**src/rtl/stream_sink_monitor_pkg.sv**
```systemverilog
// Shared types and helpers for the stream sink monitor: stall modes, FSM states,
// LFSR tap constants and the saturating counter increment.
package stream_monitor_package;

  typedef enum logic [1:0] {
    STALL_NONE     = 2'd0,
    STALL_PERIODIC = 2'd1,
    STALL_RANDOM   = 2'd2,
    STALL_ALWAYS   = 2'd3
  } stall_mode_e;

  typedef enum logic [1:0] {
    IDLE = 2'd0,
    RUN  = 2'd1,
    DONE = 2'd2
  } state_e;

  localparam logic [15:0] LFSR_TAPS_16 = 16'hB400;

  // Maximal-length Galois taps (right-shifting form) for the supported widths.
  function automatic logic [31:0] lfsr_taps(input int unsigned w);
    case (w)
      8:       return 32'h0000_00B8;
      24:      return 32'h00E1_0000;
      32:      return 32'hA300_0000;
      default: return {16'h0000, LFSR_TAPS_16};
    endcase
  endfunction

  // Increment that sticks at the all-ones value of a w-bit counter.
  function automatic logic [63:0] sat_inc(input logic [63:0] v, input int unsigned w);
    logic [63:0] max_v;
    max_v = (w >= 64) ? '1 : ((64'd1 << w) - 64'd1);
    return (v >= max_v) ? v : v + 64'd1;
  endfunction

endpackage

```
**src/rtl/stream_ready_gen.sv**
```systemverilog
// Backpressure gate generator: owns the shared LFSR and the period counter and
// produces the gate bit that will apply to ready during the next cycle.
module stream_ready_gen
  import stream_monitor_package::*;
#(
  parameter int LFSR_W = 16
) (
  input  logic        clk_i,
  input  logic        rst_i,
  input  logic        clear_i,
  input  logic        restart_i,
  input  logic        advance_i,
  input  stall_mode_e mode_i,
  input  logic [7:0]  period_i,
  input  logic [7:0]  thresh_i,
  output logic        gate_o
);

  localparam logic [LFSR_W-1:0] TAPS = LFSR_W'(lfsr_taps(LFSR_W));

  logic [LFSR_W-1:0] lfsr_q, lfsr_nxt;
  logic [7:0]        phase_q, phase_nxt, phase_inc;

  // NOTE: every always_comb output gets a default first so no path can infer a latch.
  always_comb begin
    lfsr_nxt  = {1'b0, lfsr_q[LFSR_W-1:1]} ^ (lfsr_q[0] ? TAPS : '0);
    phase_inc = (restart_i ? 8'd0 : phase_q) + 8'd1;
    phase_nxt = (period_i <= 8'd1 || phase_inc >= period_i) ? 8'd0 : phase_inc;
    gate_o    = 1'b1;
    case (mode_i)
      STALL_NONE:     gate_o = 1'b1;
      STALL_PERIODIC: gate_o = (period_i <= 8'd1) || (phase_nxt != 8'd0);
      STALL_RANDOM:   gate_o = !(lfsr_nxt[7:0] < thresh_i);
      STALL_ALWAYS:   gate_o = 1'b0;
      default:        gate_o = 1'b1;
    endcase
  end

  // NOTE: sequential state uses non-blocking assignments so all flops update together.
  always_ff @(posedge clk_i or posedge rst_i) begin
    if (rst_i) begin
      lfsr_q  <= LFSR_W'(1);
      phase_q <= 8'd0;
    end else if (clear_i) begin
      lfsr_q  <= LFSR_W'(1);
      phase_q <= 8'd0;
    end else if (advance_i) begin
      lfsr_q  <= lfsr_nxt;
      phase_q <= phase_nxt;
    end
  end

endmodule

```
**src/rtl/stream_sink_monitor.sv**
```systemverilog
// Multi-channel hwpe stream sink with selectable backpressure and per-channel
// beat/stall/latency counters. Define STREAM_SINK_MONITOR_SIGNATURE_EN to add signature_o.
module stream_sink_monitor
  import stream_monitor_package::*;
#(
  parameter int N_CH   = 2,
  parameter int DW     = 128,
  parameter int CNT_W  = 32,
  parameter int LFSR_W = 16
) (
  input  logic                  clk_i,
  input  logic                  rst_i,
  input  logic                  clear_i,
  input  logic                  start_i,
  input  logic [1:0]            stall_mode_i,
  input  logic [7:0]            stall_period_i,
  input  logic [7:0]            stall_thresh_i,
  input  logic [N_CH*CNT_W-1:0] expected_beats_i,
  input  logic [N_CH-1:0]       valid_i,
  input  logic [N_CH*DW-1:0]    data_i,
  input  logic [N_CH*DW/8-1:0]  strb_i,
  output logic [N_CH-1:0]       ready_o,
  output logic [N_CH*CNT_W-1:0] beats_o,
  output logic [N_CH*CNT_W-1:0] stall_cycles_o,
  output logic [CNT_W-1:0]      total_cycles_o,
`ifdef STREAM_SINK_MONITOR_SIGNATURE_EN
  output logic [N_CH*32-1:0]    signature_o,
`endif
  output logic                  busy_o,
  output logic                  done_o
);

  state_e           state_q, state_nxt;
  stall_mode_e      mode_q, mode_nxt;
  logic             run, start_go, gate;
  logic [N_CH-1:0]  done_nxt;
  logic [CNT_W-1:0] total_q;

  assign run      = (state_q == RUN);
  assign start_go = start_i && !clear_i && !run;
  assign mode_nxt = start_go ? stall_mode_e'(stall_mode_i) : mode_q;

  // The run ends on the edge that registers the last outstanding handshake.
  always_comb begin
    state_nxt = state_q;
    if (clear_i)                state_nxt = IDLE;
    else if (start_go)          state_nxt = RUN;
    else if (run && &done_nxt)  state_nxt = DONE;
  end

  always_ff @(posedge clk_i or posedge rst_i) begin
    if (rst_i) begin
      state_q <= IDLE;
      mode_q  <= STALL_NONE;
      total_q <= '0;
    end else if (clear_i) begin
      state_q <= IDLE;
      mode_q  <= STALL_NONE;
      total_q <= '0;
    end else begin
      state_q <= state_nxt;
      mode_q  <= mode_nxt;
      if (start_go)  total_q <= '0;
      else if (run)  total_q <= CNT_W'(sat_inc(64'(total_q), CNT_W));
    end
  end

  stream_ready_gen #(
    .LFSR_W (LFSR_W)
  ) u_ready_gen (
    .clk_i     (clk_i),
    .rst_i     (rst_i),
    .clear_i   (clear_i),
    .restart_i (start_go),
    .advance_i (state_nxt == RUN),
    .mode_i    (mode_nxt),
    .period_i  (stall_period_i),
    .thresh_i  (stall_thresh_i),
    .gate_o    (gate)
  );

`ifdef STREAM_SINK_MONITOR_SIGNATURE_EN
  function automatic logic [31:0] fold32(input logic [DW-1:0] d, input logic [DW/8-1:0] s);
    logic [31:0] f;
    f = '0;
    for (int i = 0; i < DW/8; i++)
      if (s[i]) f[(i%4)*8 +: 8] = f[(i%4)*8 +: 8] ^ d[i*8 +: 8];
    return f;
  endfunction
`else
  logic unused_payload;
  assign unused_payload = ^{data_i, strb_i};
`endif

  for (genvar c = 0; c < N_CH; c++) begin : g_ch
    logic [CNT_W-1:0] exp_q, exp_nxt, beats_q, beats_nxt, stall_q;
    logic             ready_q, hs, ch_done;

    assign hs        = run && valid_i[c] && ready_q;
    assign ch_done   = (beats_q == exp_q);
    assign exp_nxt   = start_go ? expected_beats_i[c*CNT_W +: CNT_W] : exp_q;
    assign beats_nxt = start_go ? '0
                     : hs       ? CNT_W'(sat_inc(64'(beats_q), CNT_W))
                     :            beats_q;
    assign done_nxt[c] = (beats_nxt == exp_nxt);

    // Ready looks one cycle ahead so it drops on the same edge as the final beat.
    always_ff @(posedge clk_i or posedge rst_i) begin
      if (rst_i) begin
        exp_q   <= '0;
        beats_q <= '0;
        stall_q <= '0;
        ready_q <= 1'b0;
      end else if (clear_i) begin
        exp_q   <= '0;
        beats_q <= '0;
        stall_q <= '0;
        ready_q <= 1'b0;
      end else begin
        exp_q   <= exp_nxt;
        beats_q <= beats_nxt;
        ready_q <= (state_nxt == RUN) && !done_nxt[c] && gate;
        if (start_go)
          stall_q <= '0;
        else if (run && valid_i[c] && !ready_q && !ch_done)
          stall_q <= CNT_W'(sat_inc(64'(stall_q), CNT_W));
      end
    end

    assign ready_o[c]                        = ready_q;
    assign beats_o[c*CNT_W +: CNT_W]         = beats_q;
    assign stall_cycles_o[c*CNT_W +: CNT_W]  = stall_q;

`ifdef STREAM_SINK_MONITOR_SIGNATURE_EN
    logic [31:0] sig_q;
    always_ff @(posedge clk_i or posedge rst_i) begin
      if (rst_i)                 sig_q <= '0;
      else if (clear_i || start_go) sig_q <= '0;
      else if (hs)
        sig_q <= {sig_q[30:0], sig_q[31]} ^ fold32(data_i[c*DW +: DW], strb_i[c*DW/8 +: DW/8]);
    end
    assign signature_o[c*32 +: 32] = sig_q;
`endif
  end

  assign total_cycles_o = total_q;
  assign busy_o         = run;
  assign done_o         = (state_q == DONE);

endmodule

```
**config.mk**
```make
export PLATFORM = sky130hd
export DESIGN_NAME = stream_sink_monitor
export DESIGN_NICKNAME = d
export VERILOG_FILES = /design/src/rtl/stream_sink_monitor_pkg.sv /design/src/rtl/stream_ready_gen.sv /design/src/rtl/stream_sink_monitor.sv
export SDC_FILE = /design/constraint.sdc
export NUM_CORES = 1
export LEC_CHECK = 0
export ABC_CLOCK_PERIOD_IN_PS = 11230
export BUFFER_PORTS_ARGS = -buffer_cell sky130_fd_sc_hd__buf_2
export CORE_AREA = 2 2 208 210
export CTS_BUF_LIST = sky130_fd_sc_hd__clkbuf_16
export DETAILED_ROUTE_END_ITERATION = 10
export DIE_AREA = 0 0 210 212
export GPL_TIMING_DRIVEN = 0
export SYNTH_ARGS = -nofsm -noshare
export SYNTH_HDL_FRONTEND = slang
export SYNTH_HIERARCHICAL = 1
export SYNTH_SLANG_ARGS = --single-unit
```
**constraint.sdc**
```tcl
create_clock -name clk_i -period 11.23 [get_ports clk_i]
set_clock_uncertainty 0.1 [all_clocks]
set_input_delay 1.123 -clock clk_i [delete_from_list [all_inputs] [get_ports clk_i]]
set_output_delay 1.123 -clock clk_i [all_outputs]
set_load 0.005 [all_outputs]
```
* Word-level counts from Yosys, hierarchy flattened
Index checks and enable logic that the tools add are counted.
** Word-level totals
- Flip-flop bits (word level) :: 254
- Input bits :: 376
- Output and inout bits :: 164
- Word-level logic and storage cells :: 117
** Operators by class
- Add/sub/neg operators :: 6
- Order comparisons :: 8
- Equal/unequal tests :: 13
- Mux-type cells :: 40
- Bitwise gates (word level) :: 1
- Reductions and logical operators :: 36
** Operator list (count)
- $mux 32 :: 24
- $add 32x1->32 const B :: 5
- $ge 32x32->1 const B :: 5
- $eq 32x32->1 :: 4
- $mux 16 :: 3
- $mux 8 :: 4
- $xor 15x16->16 :: 1
- $logic_and 1x1->1 :: 15
- $mux 2 :: 6
- $logic_not 1->1 :: 9
- $ne 3x3->1 const B :: 3
- $reduce_bool 3->1 :: 3
- $add 8x1->8 const B :: 1
- $ge 8x8->1 :: 1
- $le 8x1->1 const B :: 1
- $lt 8x8->1 :: 1
- $reduce_and 2->1 :: 4
- $reduce_bool 8->1 :: 1
- $eq 2x1->1 const B :: 3
- $eq 2x2->1 const B :: 3
- $pmux 1 s4 :: 1
- $logic_not 2->1 :: 1
- $logic_or 1x1->1 :: 2
- $mux 1 :: 2
- $reduce_bool 2->1 :: 1

* Longest topological paths before layout
Gate-level depths: netlist of run 1.
- Depth after elaboration :: 15
- Mapped depth :: 24
- Gate-level depth less buffers :: 18

* Hierarchy
Netlist of run 1, hierarchy kept.
** Modules (own cells, without submodules)
- stream_sink_monitor :: times used 1, cells each 1502, area each 13312.8 um^2, sequential area each 5755.5 um^2
- stream_ready_gen :: times used 1, cells each 166, area each 1590.3 um^2, sequential area each 601.8 um^2

* Worst setup path before layout of run 1
Ideal clock, no wire load.
- Path type :: input to register
- Start point :: input port clear_i
- End point :: register u_ready_gen.phase_q[0]
- Library setup time :: 121 ps
- Arrival time :: 5301 ps
- Data required time :: 11009 ps
- Path slack :: 5708 ps
- Cell stages on the path :: 22
- Path buffers :: 7
- Cells stage by stage :: clkbuf_8 > or2b_2 > or2_2 > inv_1 > clkbuf_1 > clkbuf_8 > clkbuf_1 > clkbuf_1 > clkbuf_1 > nand2b_1 > clkinv_1 > ha_1 > nand3_1 > nor2_1 > xnor2_1 > nor2_1 > ha_1 > nand4_1 > o31a_1 > and4b_1 > buf_6 > a22o_1
** Between the ends
- Cells in the longest elaborated chain, start to end :: 12
- Elaborated cells on any way between the ends :: 23
- Those cells by class :: 1 x add/sub; 1 x order compare; 3 x eq/ne; 11 x mux; 7 x reduce/logical
** RTL lines
- from (decl) :: RTL line stream_sink_monitor.sv:13 : input logic clear_i,
- $logic_not 1->1 (*) :: RTL line stream_sink_monitor.sv:40 : assign start_go = start_i && !clear_i && !run;
- $logic_and 1x1->1 (*) (2 in series) :: RTL line stream_sink_monitor.sv:40
- named net start_go :: RTL line stream_sink_monitor.sv:35 : logic run, start_go, gate;
- branches (longest 9 deep; another with $add 8x1->8)
- to (signal assigned) :: RTL line stream_ready_gen.sv:49 : phase_q <= phase_nxt;
- to (decl) :: RTL line stream_ready_gen.sv:22 : logic [7:0] phase_q, phase_nxt, phase_inc;
Mark *: on every way through the listed nets, which the timed path passes. The select of a mux whose other input is x is not followed.
A chain may end at the register's enable or synchronous reset.

* Final worst setup path of run 1
- Start point :: input port clear_i
- End point :: register g_ch[1].ready_q
** Between the ends
- Elaborated cells on any way between the ends :: 32
- Those cells by class :: 1 x add/sub; 1 x order compare; 6 x eq/ne; 12 x mux; 12 x reduce/logical
** RTL lines
- $logic_not 1->1 (*) :: RTL line stream_sink_monitor.sv:40
- $logic_and 1x1->1 (*) (2 in series) :: RTL line stream_sink_monitor.sv:40
- named net start_go :: RTL line stream_sink_monitor.sv:35
- $mux 8 :: RTL line stream_ready_gen.sv:27 : phase_inc = (restart_i ? 8'd0 : phase_q) + 8'd1;
- $add 8x1->8 :: RTL line stream_ready_gen.sv:27
- $ge 8x8->1 :: RTL line stream_ready_gen.sv:28 : phase_nxt = (period_i <= 8'd1 || phase_inc >= period_i) ? 8'd0 : phase_inc;
- $logic_or 1x1->1 :: RTL line stream_ready_gen.sv:28
- $mux 8 :: RTL line stream_ready_gen.sv:28
- $reduce_bool 8->1 :: RTL line stream_ready_gen.sv:32 : STALL_PERIODIC: gate_o = (period_i <= 8'd1) || (phase_nxt != 8'd0);
- $logic_or 1x1->1 :: RTL line stream_ready_gen.sv:32
- $pmux 1 s4 (*) :: RTL line stream_ready_gen.sv:30 : case (mode_i)
- named net gate :: RTL line stream_sink_monitor.sv:35
- $logic_and 1x1->1 (*) :: RTL line stream_sink_monitor.sv:122 : ready_q <= (state_nxt == RUN) && !done_nxt[c] && gate;
- $mux 1 (*) :: RTL line stream_sink_monitor.sv:114 : end else if (clear_i) begin
- to (signal assigned) :: RTL line stream_sink_monitor.sv:122
- to (decl) :: RTL line stream_sink_monitor.sv:97 : logic ready_q, hs, ch_done;
Mark *: on every way through the listed nets, which the timed path passes. The rest lies on a longest branch.

==> results of run 1 <==
[registers in the layout (all words and copies together), names as in the netlist]
name and count:
mode_q 2, g_ch.exp_q 64, state_q 2, u_ready_gen/phase_q 8
g_ch.stall_q 64, total_cycles_o 32, u_ready_gen/lfsr_q 16, g_ch.ready_q 2
g_ch.beats_q 64
[synthesized netlist by cell type, types with 26 or more instances]
master | count | area (um^2)
dfrtp_1 | 253 | 6330
nor2_1 | 226 | 848
nand2_1 | 207 | 777
xnor2_1 | 173 | 1520
a21oi_1 | 101 | 505
xor2_1 | 77 | 674
nand3_1 | 68 | 340
nand4_1 | 61 | 382
clkbuf_1 | 51 | 191
nor3_1 | 43 | 215
inv_1 | 42 | 158
nor4_1 | 38 | 238
o21ai_0 | 32 | 160
and3_1 | 26 | 163
or3_1 | 26 | 163
[through the flow]
stage	setup WS [ns]	util	std cells
detailed placement	3.91	0.398	2466
floorplan	3.70	-	1668
CTS	4.45	0.423	2526
global route	3.97	0.423	2527
finish	4.33	0.423	2528
global placement	0.684	0.396	2464
[layer usage]
metal  part of all wire  up-vias  track usage  routed length [um]
met5            0.00024        -            0                  12
met4              0.025        2       0.0680                1260
met3              0.065       83       0.0440                3280
met2               0.44      467        0.354               22400
met1               0.46     6681        0.316               23400
li1                   -     6379            -                   -
[kinds of logic after synthesis]
logic type,synth area share
AOI/OAI and AO/OA,0.0994
buffers and inverters,0.0383
adders and majority gates,0.0176
xor gates and xnor gates,0.147
muxes,0.0116
and+or+nand+nor,0.260
DFF,0.427
[cell type report]
type,instances,share of cell area
diodes,2,0.000278
plain buffers,77,0.0227
clock buffers,35,0.0487
clock inverters,25,0.0122
inverters,43,0.00938
multi-input cells,1294,0.443
flip-flops and latches,254,0.353
well taps,546,0.0380
repair buffers,252,0.0726
[where the power goes]
| part | leakage [nW] | switching, W | internal (W) |
|---|---|---|---|
| clock | 0.565 | 0.000426 | 0.000655 |
| combinational | 3.79 | 0.000129 | 0.0000689 |
| sequential | 3.52 | 0.0000154 | 0.000930 |
[worst max-delay path: stages]
cell	delay (ns)
clkbuf_8	0.15
or2b_2	0.30
or2_2	0.29
inv_1	0.14
clkbuf_1	0.59
clkbuf_8	0.33
clkbuf_1	0.65
clkbuf_1	0.60
clkbuf_1	0.38
nand2b_1	0.20
clkinv_1	0.12
ha_1	0.27
nand3_1	0.13
nor2_1	0.07
xnor2_1	0.19
nor2_1	0.10
ha_1	0.34
a41o_1	0.25
a21oi_1	0.11
o31a_1	0.17
nor2_1	0.05
a211oi_1	0.43
nand2_1	0.15
nor2_1	0.14
[worst min-delay path by stage]
stage,slack [ns],start,endpoint
6_report,0.42,u_ready_gen/lfsr_q[15],u_ready_gen/lfsr_q[15]
3_3_place_gp,0.40,total_cycles_o[30],total_cycles_o[30]
4_1_cts,0.42,total_cycles_o[30],total_cycles_o[30]
2_1_floorplan,0.37,u_ready_gen/lfsr_q[1],u_ready_gen/lfsr_q[0]
3_5_place_dp,0.41,total_cycles_o[30],total_cycles_o[30]
5_1_grt,0.45,u_ready_gen/lfsr_q[1],u_ready_gen/lfsr_q[0]
[cells in the final DEF (no fill, tap or decap), types with 32 or more instances in the layout]
cell,count
xnor2_1,173
inv_1,49
nand3_1,68
nor4_1,38
nor3_1,43
clkbuf_1,51
nor2_1,226
dfrtp_1,253
nand2_1,207
o21ai_0,32
a21oi_1,101
clkbuf_16,35
xor2_1,77
buf_2,259
nand4_1,61
==> reports/metrics.cfg, run 1 <==
[pwr]
pwr_density_cell_nw_per_um2 = 124
ir_worst_vdd_mv = 0.0760
power_leakage_nw = 7.88
p_total_w = 0.00223

[finish]
area_growth_pct = 20.8
final-seq-area_um2 = 6360
nNetsFinal = 2353
drive_above_1_share = 0.185
multi_input_area_um2 = 7980
fillCellCount = 4303
final_area_um2 = 18000

[die]
start_util = 0.351
die_h_um = 212
coreArea_um2 = 42500
rows = 76
io_pins = 540
dieArea_um2 = 44500
die_w_um = 210

[clock_network]
root_buffer = clkbuf_16
hold_buffers = 0
h-tree-depth = 2
cts_buffer_depth = 3
numCtsBuffers = 34
cts_tree = yes
cts.repair.resized = 0
path_clk_slew_ns = 0.06
clk_latency_ns = 0.55
cts.sinks = 254
cts_setup_buffers = 0

[sta]
rsz0062_at_grt = no
period_needed_ns = 6.90
relSlewSlack = 0.108
period_share = 0.614
whs_ns = 0.416
finalSetupTns_ns = 0
slew_violations = 0
setup_viol = 0
max_freq_mhz = 145
tightest_slew_ns = 1.33
final_hold_viol_count = 0

[critical_path]
crit_end = g_ch[1].ready_q
worstSetupPathType = in -> reg
worstSetupStartpoint = clear_i
r2r_slack_ns = 4.65
critPathRequiredTime_ns = 11.60
crit_fanout = 10
crit_arrival_ns = 7.27
end_kind = flip-flop
startpoint_type = input port
rr_startpoint = state_q[0]
ff2ff_path_depth = 23
r2r_end = g_ch[1].ready_q

[global_routing]
first_global_vias = 13200
grt_max_degree = 103
grt.overflow.total = 0
grt_pass1_wl_um = 77400
antenna_found_initial = 4
grtUsageTotal = 0.226

[min_path]
holdPathStages = 2
holdCritPathClass = reg -> reg

[synth]
synthFlopType = dfrtp_1
syn_area_um2 = 14900
seq_area_frac_synth = 0.427
synth_cell_type_count = 88
synth_async_sr_flop_share = 1.00
synth_edf_count = 0
syn_nets = 2065
syn_area_per_cell_um2 = 8.93
synthCells = 1668
yosys_warnings = 6
synth-seq-cells = 254

[route]
wl_per_cell_um = 19.9
drtIter0Drc = 993
first_pass_iters = 5
wirelength_um = 50300
vias = 13600
ant_nets = 0
avgViaCountPerCell = 5.38
drc = 0

[place]
gp_congestion = 0.969
hpwl_um = 38100
io_buffers = 250
place_area_um2 = 16900

[status]
status = complete, no violations

[run]
max_cap_viol_count = 0

(Power assumes the default switching activity.)
==> inputs of run 2 (changes only) <==
- ABC_AREA: unset -> 1
- ABC_CLOCK_PERIOD_IN_PS: 11230 -> 6900
- CORE_AREA: 2 2 208 210 -> unset
- CORE_MARGIN: unset -> 1.5
- CORE_UTILIZATION: unset -> 40
- DIE_AREA: 0 0 210 212 -> unset
- PLACE_DENSITY: unset -> 0.65
- clock period: 11.23 -> 6.9 ns (I/O delays scaled with it)
==> run 2 against run 1 <==
Power rose by 59%; wire length rose by 25%; combinational power rose by 140%; sequential power rose by 64%; first-iteration DRC count rose by 70%; global-route usage rose by 5.8 points.
==> reports/metrics.cfg, run 2 <==
[place]
pre_cts_slack_ns = 1.64
io_buffers = 251
gp_congestion = 0.984
hpwl_um = 48500
place_area_um2 = 19000

[route]
avgViaCountPerCell = 5.32
ant_nets = 0
wirelength_um = 62900
vias = 17800
first_pass_iters = 6
wl_per_cell_um = 18.8
drtIter0Drc = 1691
drc = 0

[finish]
fillCellCount = 4269
area_growth_pct = 17.6
final_common_cell = nand2_1
multi_input_area_um2 = 8770
largestRegisters = g_ch.beats_q: 64 flops, g_ch.exp_q: 64 flops, g_ch.stall_q: 64 flops
drive_above_1_share = 0.158
final-seq-area_um2 = 6360
final_area_um2 = 20000
layout_common_cells = nand2_1 (582), inv_1 (375), nor2_1 (360)
final_util = 0.476
nNetsFinal = 3165

[global_routing]
antenna_found_initial = 10
grt_max_degree = 42
grt_pass1_wl_um = 96600
grt.overflow.total = 0
first_global_vias = 16800
grtUsageTotal = 0.283

[synth]
yosysMostFrequentCell = nand2_1
seq_area_frac_synth = 0.374
synthFlopType = dfrtp_1
synth_cell_type_count = 55
synthCells = 2479
yosys-top-cells-area = dfrtp_1 (37%), nand2_1 (13%), inv_1 (8.2%)
yosys_warnings = 6
syn_nets = 2876
syn_area_per_cell_um2 = 6.85
synth_async_sr_flop_share = 1.00
synth_top_area_cell = dfrtp_1
synth_top_cell_area_share = 0.373
synthTopCellsByCount = nand2_1 (582), inv_1 (371), nor2_1 (360), dfrtp_1 (253), nand3_1 (205)
synth-seq-cells = 254
syn_area_um2 = 17000
synth_edf_count = 0

[die]
io_pins = 540
dieArea_um2 = 43700
die_w_um = 209
die_h_um = 209
start_util = 0.405
rows = 75
coreArea_um2 = 41900

[clock_network]
cts.sinks = 254
numCtsBuffers = 30
cts_buffer_depth = 3
hold_buffers = 0
path_clk_slew_ns = 0.06
h-tree-depth = 1
clk_latency_ns = 0.58
cts_tree = yes
cts.repair.resized = 0
cts_setup_buffers = 0
root_buffer = clkbuf_16

[sta]
whs_ns = 0.0714
tightest_slew_ns = 0.916
period_needed_ns = 4.78
relSlewSlack = 0.389
rsz0062_at_grt = no
slew_violations = 0
final_hold_viol_count = 0
max_freq_mhz = 209
finalSetupTns_ns = 0
setup_slack_ns = 2.12
setup_viol = 0
period_share = 0.693

[pwr]
power_frac_clock = 0.429
comb_power_share = 0.134
power_leakage_nw = 9.83
pwr_density_cell_nw_per_um2 = 178
power.switching_w = 0.00103
p_seq_frac = 0.437
p_int_w = 0.00252
ir_worst_vdd_mv = 0.184
p_sw_frac = 0.290

[critical_path]
startpoint_type = input port
end_kind = flip-flop
critPathRequiredTime_ns = 7.31
worstSetupStartpoint = clear_i
crit_arrival_ns = 5.20
worstSetupPathType = in -> reg
ff2ff_path_depth = 25
rr_startpoint = state_q[1]
r2r_slack_ns = 2.25
crit_fanout = 10
r2r_end = g_ch[0].ready_q

[min_path]
holdCritPathClass = in -> async

[run]
max_cap_viol_count = 0

[status]
status = complete, no violations

==> run 2: cell types whose count changed in the layout (fill, tap and decap cells not counted), sizes merged, moves of 34 or more <==
cell | previous run | this run
nand2 | 207 | 594
inv | 51 | 391
nor2 | 226 | 379
nand3 | 70 | 218
xnor2 | 173 | 57
o21ai | 34 | 99
nand4 | 63 | 123
a21oi | 101 | 53
buf | 270 | 306
xor2 | 77 | 42
clkbuf | 94 | 60
==> run 2: power groups by stage <==
stage	Combinational [W]	Sequential (W)	Clock (W)
CTS	0.000472	0.00155	0.00155
finish	0.000476	0.00155	0.00152
floorplan	0.000285	0.00157	0
global placement	0.000456	0.00157	0
detailed placement	0.000470	0.00158	0
global route	0.000525	0.00155	0.00161
==> run 2: cell families after synthesis <==
logic type	count (synthesis)	synth area share
DFF	254	0.374
buffers and inverters	466	0.109
AOI/OAI and AO/OA	207	0.0696
xor gates and xnor gates	99	0.0515
adders and majority gates	21	0.0155
and+or+nand+nor	1432	0.380
==> run 2: worst max path at each step <==
stage	slack (ns)	endpoint
after floorplan	3.10	g_ch[0].beats_q[0]
after global placement	1.41	g_ch[0].beats_q[19]
after detailed placement	1.64	g_ch[0].ready_q
after CTS	2.21	g_ch[0].ready_q
after global routing	1.79	g_ch[0].ready_q
final	2.12	g_ch[0].ready_q
==> run 2: metrics by stage <==
| step | total power (W) | instances |
|---|---|---|
| after detailed placement | 0.00204 | 3275 |
| after CTS | 0.00357 | 3329 |
| after floorplan | 0.00185 | 2479 |
| after global placement | 0.00203 | 3269 |
| after global routing | 0.00369 | 3332 |
| final | 0.00355 | 3337 |
==> run 2: area by class of cell <==
cell class	instances	area share
repair buffers	257	0.0689
flip-flops and latches	254	0.318
clock buffers	30	0.0376
plain buffers	79	0.0199
diodes	8	0.00100
multi-input cells	1759	0.439
well taps	539	0.0338
clock inverters	24	0.00839
inverters	387	0.0730
==> run 2: metal layers <==
| layer | GRT usage | vias up | part of all wire |
|---|---|---|---|
| met4 | 0.0677 | 4 | 0.021 |
| met2 | 0.431 | 752 | 0.43 |
| li1 | - | 8514 | - |
| met1 | 0.408 | 8409 | 0.45 |
| met3 | 0.0619 | 90 | 0.096 |
| met5 | 0 | - | 0.00040 |
==> run 2: critical path: stages <==
cell and delay (ns):
buf_2 0.14, buf_2 0.30, inv_2 0.14, nand3_2 0.20
buf_2 0.26, buf_2 0.26, buf_2 0.38, inv_2 0.19
nor2_1 0.26, ha_1 0.33, nand4_1 0.16, xor2_1 0.34
ha_1 0.30, nand2_1 0.06, nor2_1 0.04, nand2_1 0.10
and2_1 0.15, buf_6 0.13, o21ai_1 0.07, nand2_1 0.07
nor2_1 0.05, nor2_1 0.11, inv_1 0.05, nor2_1 0.16
o21ai_0 0.12, nor2_1 0.11
